**config.mk**
```make
export PLATFORM = sky130hd
export DESIGN_NAME = pcie_egress_sched
export DESIGN_NICKNAME = d
export VERILOG_FILES = /design/src/rtl/pcie_egress_sched.sv
export SDC_FILE = /design/constraint.sdc
export NUM_CORES = 1
export LEC_CHECK = 0
export CORE_AREA = 2 2 193 195
export CTS_BUF_LIST = sky130_fd_sc_hd__clkbuf_2 sky130_fd_sc_hd__clkbuf_4 sky130_fd_sc_hd__clkbuf_8
export CTS_CLUSTER_DIAMETER = 120
export DETAILED_ROUTE_END_ITERATION = 12
export DIE_AREA = 0 0 195 197
export GPL_TIMING_DRIVEN = 0
export PLACE_DENSITY = 0.5
export SYNTH_ARGS = -nofsm -noshare
export SYNTH_HDL_FRONTEND = slang
export SYNTH_SLANG_ARGS = --single-unit
export TNS_END_PERCENT = 5
```
**constraint.sdc**
```tcl
create_clock -name clk -period 4.3 [get_ports clk]
set_input_delay 0.43 -clock clk [delete_from_list [all_inputs] [get_ports clk]]
set_output_delay 0.43 -clock clk [all_outputs]
set_load 0.005 [all_outputs]
```
**src/rtl/pcie_egress_sched.sv**
```systemverilog
// pcie_egress_sched
//   Round-robin scheduler sharing one PCIe egress packet engine among four
//   requesters. Picks a winner, latches its TLP header fields, runs the
//   engine enable/finished handshake and steers the engine data-FIFO mux.
//
// Ports
//   clk, rst                  core clock, asynchronous active-high reset
//   i_sched_en                global enable (blocks new grants only)
//   i_req                     per-requester level request
//   i_req_*                   packed per-requester header fields
//   o_grant, o_fifo_sel       one-hot grant and index of granted requester
//   o_done                    one-cycle completion pulse to the winner
//   o_egress_enable, o_egress_*, i_egress_finished   engine handshake/header
//   o_busy, o_tx_count        status
//   o_timeout                 one-cycle engine-timeout pulse
//
// Optional feature: define PCIE_EGRESS_SCHED_TIMEOUT_EN to add a BUSY
// watchdog of TIMEOUT cycles; otherwise BUSY waits forever, o_timeout = 0.
//
// state   | meaning
// IDLE    | waiting for an enabled request with the engine not finished
// BUSY    | engine enabled, waiting for finished
// RELEASE | engine done, waiting for finished to drop before o_done

module pcie_egress_sched #(
   parameter int          NUM_REQ = 4,
   parameter logic [15:0] TIMEOUT = 16'hFFFF
) (
   input  logic         clk,
   input  logic         rst,
   input  logic         i_sched_en,
   input  logic [3:0]   i_req,
   input  logic [31:0]  i_req_command,
   input  logic [55:0]  i_req_flags,
   input  logic [127:0] i_req_address,
   input  logic [63:0]  i_req_requester_id,
   input  logic [31:0]  i_req_tag,
   input  logic [39:0]  i_req_dword_cnt,
   output logic [3:0]   o_grant,
   output logic [3:0]   o_done,
   output logic [1:0]   o_fifo_sel,
   output logic         o_egress_enable,
   output logic [7:0]   o_egress_command,
   output logic [13:0]  o_egress_flags,
   output logic [31:0]  o_egress_address,
   output logic [15:0]  o_egress_requester_id,
   output logic [7:0]   o_egress_tag,
   output logic [9:0]   o_egress_req_dword_cnt,
   input  logic         i_egress_finished,
   output logic         o_busy,
   output logic [31:0]  o_tx_count,
   output logic         o_timeout
);

   typedef enum logic [1:0] {IDLE, BUSY, RELEASE} state_t;

   state_t     state;
   logic [1:0] r_last;
   logic [1:0] winner;
   logic       found;
   logic [1:0] idx;

   // Search starts one past the last winner; the final probe (i == NUM_REQ)
   // revisits the last winner itself so a lone requester can win again.
   always_comb begin
      winner = r_last;
      found  = 1'b0;
      idx    = r_last;
      for (int i = 1; i <= NUM_REQ; i++) begin
         idx = r_last + 2'(i);
         if (!found && i_req[idx]) begin
            winner = idx;
            found  = 1'b1;
         end
      end
   end

`ifdef PCIE_EGRESS_SCHED_TIMEOUT_EN
   logic [15:0] r_cnt;
`else
   assign o_timeout = 1'b0;
`endif

   always_ff @(posedge clk or posedge rst) begin
      if (rst) begin
         state                  <= IDLE;
         r_last                 <= 2'd3;
         o_grant                <= '0;
         o_done                 <= '0;
         o_fifo_sel             <= '0;
         o_egress_enable        <= 1'b0;
         o_egress_command       <= '0;
         o_egress_flags         <= '0;
         o_egress_address       <= '0;
         o_egress_requester_id  <= '0;
         o_egress_tag           <= '0;
         o_egress_req_dword_cnt <= '0;
         o_busy                 <= 1'b0;
         o_tx_count             <= '0;
`ifdef PCIE_EGRESS_SCHED_TIMEOUT_EN
         r_cnt                  <= '0;
         o_timeout              <= 1'b0;
`endif
      end else begin
         o_done <= '0;
`ifdef PCIE_EGRESS_SCHED_TIMEOUT_EN
         o_timeout <= 1'b0;
`endif
         case (state)
            IDLE: begin
               // A finished still high from the previous packet must drop first.
               if (i_sched_en && found && !i_egress_finished) begin
                  o_grant                <= 4'b0001 << winner;
                  o_fifo_sel             <= winner;
                  o_egress_command       <= i_req_command[winner*8 +: 8];
                  o_egress_flags         <= i_req_flags[winner*14 +: 14];
                  o_egress_address       <= i_req_address[winner*32 +: 32];
                  o_egress_requester_id  <= i_req_requester_id[winner*16 +: 16];
                  o_egress_tag           <= i_req_tag[winner*8 +: 8];
                  o_egress_req_dword_cnt <= i_req_dword_cnt[winner*10 +: 10];
                  o_egress_enable        <= 1'b1;
                  o_busy                 <= 1'b1;
`ifdef PCIE_EGRESS_SCHED_TIMEOUT_EN
                  r_cnt                  <= '0;
`endif
                  state                  <= BUSY;
               end
            end
            BUSY: begin
               if (i_egress_finished) begin
                  o_egress_enable <= 1'b0;
                  state           <= RELEASE;
               end
`ifdef PCIE_EGRESS_SCHED_TIMEOUT_EN
               else if (r_cnt == TIMEOUT - 16'd1) begin
                  o_egress_enable <= 1'b0;
                  o_timeout       <= 1'b1;
                  state           <= RELEASE;
               end else begin
                  r_cnt <= r_cnt + 16'd1;
               end
`endif
            end
            RELEASE: begin
               if (!i_egress_finished) begin
                  o_done     <= 4'b0001 << o_fifo_sel;
                  o_grant    <= '0;
                  r_last     <= o_fifo_sel;
                  o_tx_count <= o_tx_count + 32'd1;
                  o_busy     <= 1'b0;
                  state      <= IDLE;
               end
            end
            default: state <= IDLE;
         endcase
      end
   end

endmodule
```
==> metrics.yaml <==
status: "finished clean"
finClkSkew_ns: 0.009935
viasPerCell: 4.967
slew_headroom: 0.3870
setup-violations-final: 0
clkLatencyLatePin_ns: 0.49
fin_setup_tns_ns: 0
fin_util: 0.3820
path_clk_slew_ns: 0.10
hold_buffers: 0
vias: 9090
fin_ws_ns: 1.354
power-per-cell-area_nw_per_um2: 496.0
syn-cell-area_sq_um: 7951
dpl_worst_slack_ns: 0.9716
cts_buffers: 17
grt_setup_unrepaired: "false"
grt_pass1_vias: 9488
place_area_sq_um: 13440
power_mw: 6.870
register_area_sq_um: 3406
start_util: 0.2193
dieHeight_um: 197
drtPass1Iterations: 5
die_w_um: 195
critPathMaxFanout: 10
slew_violations: 0
wl_per_cell_um: 22.07
worst_pin_slew_ns: 0.9112
postCtsResizedCells: 0
crit_type: "reg -> reg"
die_area_sq_um: 38420
drc: 0
syn_nets: 1201
synth_ff_type: "dfrtp_1"
hold_viol: 0
track_usage: 0.2069
synth_area_leaders: "dfrtp_1 (42%), a221oi_1 (6.7%), a21oi_1 (3.5%), a221o_1 (3.4%), nor2_1 (3.1%)"
clock_path_buffers: 2
syn_inst: 840
vdd_drop_max_mv: 0.2133
post_cts_buffers: 0
ant_nets: 0
cts_tree: "built"
yosysTopAreaCell: "dfrtp_1"
cts.sinks: 136
ys_types: 62
design_area_sq_um: 13850
p_leak_nw: 5.376
cp.required_ns: 4.72
cp-end-kind: "flop"
fmax_mhz: 339.4
antenna_found_initial: 3
place_congestion: 0.8528
start_kind: "flop"
htree_levels: 4
layout.nets: 1708
ioPinCount: 493
drt_iter0_drc: 437
synth_area_per_cell_sq_um: 9.466
syn_to_final_growth_pct: 74.21
drive_gt1_frac: 0.07868
grt_pass1_wl_um: 59460
row_count: 70
max_cap_violations: 0
dpl.hpwl_um: 31270
yosys_warnings: 0
post-route-min-period_ns: 2.946
grt_max_degree: 85
port_buffers: 487
multiInputGateArea_sq_um: 4156
async_reset_ff_frac: 1.000
core_sq_um: 36260
synth_seq_cells: 136
hold_path_class: "in -> async"
routed_wirelength_um: 40390
cts-root-buf: "clkbuf_8"
yosysTopAreaCellShare: 0.4217
post-route-period-util: 0.6852
synth_enable_flop_cells: 0
fill_cells: 3729
arrival_ns: 3.36
grt_overflow_total: 0
synth_seq_area_share: 0.4283
[final timing paths]
check / from / to / slack [ns] / depth (start not counted)
hold / removal: rst / o_egress_requester_id[14] / 0.33 / 2
setup reg to reg: r_last[0] / o_egress_requester_id[6] / 1.35 / 6
max in group asynchronous: rst / r_last[1] / 3.10 / 3
hold reg to reg: o_tx_count[31] / o_tx_count[31] / 0.47 / 1
setup / recovery: r_last[0] / o_egress_requester_id[6] / 1.35 / 6
min in group clk: o_tx_count[31] / o_tx_count[31] / 0.47 / 1
[sequential cells by signal, indices dropped and copies added, names as in the netlist, 2 cells and up]
name and cells:
o_egress_tag 8, o_tx_count 32, o_grant 4, r_last 2
o_egress_flags 14, o_egress_req_dword_cnt 10, o_egress_requester_id 16, state 2
o_egress_address 32, o_done 4, o_fifo_sel 2, o_egress_command 8
[synth_stat cells, drive strengths merged, types with 3 or more instances]
master / count
nand3: 38
nand2b: 7
and4: 3
buf: 28
and2: 4
mux2: 27
a21o: 27
a221o: 27
a21oi: 59
clkbuf: 55
mux2i: 18
inv: 8
and3: 4
dfrtp: 134
o22ai: 18
nand4: 38
nand2: 51
a31oi: 19
a22oi: 19
xnor2: 28
nor3: 5
a221oi: 61
o21ai: 36
nor3b: 3
nor2: 69
o31ai: 29
xor2: 3
[worst max-delay path: stages, from the launching register on]
cell and delay [ns]:
dfstp_2 0.60, clkbuf_1 0.37, inv_1 0.17, o31ai_2 0.78
clkbuf_1 0.50, a22oi_1 0.21, a31oi_1 0.24
[stage by stage]
step / hold slack [ns] / std cells
2_1_floorplan: 0.4647 / 840
3_3_place_gp: 0.4576 / 1795
3_5_place_dp: 0.4633 / 1796
4_1_cts: 0.3443 / 1828
5_1_grt: 0.3539 / 1830
6_report: 0.3331 / 1830
[cells by family after synthesis]
family	count (synthesis)	share of synthesized area
XOR/XNOR	31	0.03604
buffers and inverters	91	0.04894
multiplexers	45	0.06090
adder cells (fa/ha/maj)	1	0.001573
other	1	0.0004716
flip-flops	136	0.4283
AO/OA/AOI/OAI	301	0.2727
AND/OR/NAND/NOR	234	0.1511
[metal layers]
metal	track usage	part of all wire
met1	0.2570	0.42
met2	0.3525	0.50
met3	0.05373	0.060
met4	0.06220	0.019
met5	0	0
[area by class of cell]
class,instances,share of cell area
Timing Repair Buffer,488,0.3539
Multi-Input combinational cell,613,0.3001
Sequential cell,136,0.2459
Tap cell,468,0.04227
Buffer,83,0.02592
Clock buffer,18,0.01788
Clock inverter,14,0.01120
Inverter,8,0.002529
Antenna cell,2,0.0003613
[cell usage in the layout, fill, tap and decap left out, types with 4 or more instances in the layout]
cell and n:
clkdlybuf4s50_1 487, dfrtp_1 134, nor2_1 66, a221oi_1 61
a21oi_1 56, clkbuf_1 55, nand2_1 51, nand4_1 37
nand3_1 37, o21ai_0 35, a21o_1 27, o31ai_1 27
a221o_1 27, xnor2_1 26, buf_2 20, mux2_2 20
a22oi_1 19, a31oi_1 19, mux2i_1 18, o22ai_1 18
clkbuf_8 18, inv_1 7, mux2_1 7, inv_6 7
nand2b_1 5, buf_4 4, and3_1 4, nor3_1 4
[where the power goes]
group	switching [mW]	internal, mW	total [mW]
clock network	0.636	0.498	1.13
logic	1.77	1.89	3.66
registers	0.313	1.76	2.07
total	2.72	4.15	6.87
Power figures use the tool's default switching activity.
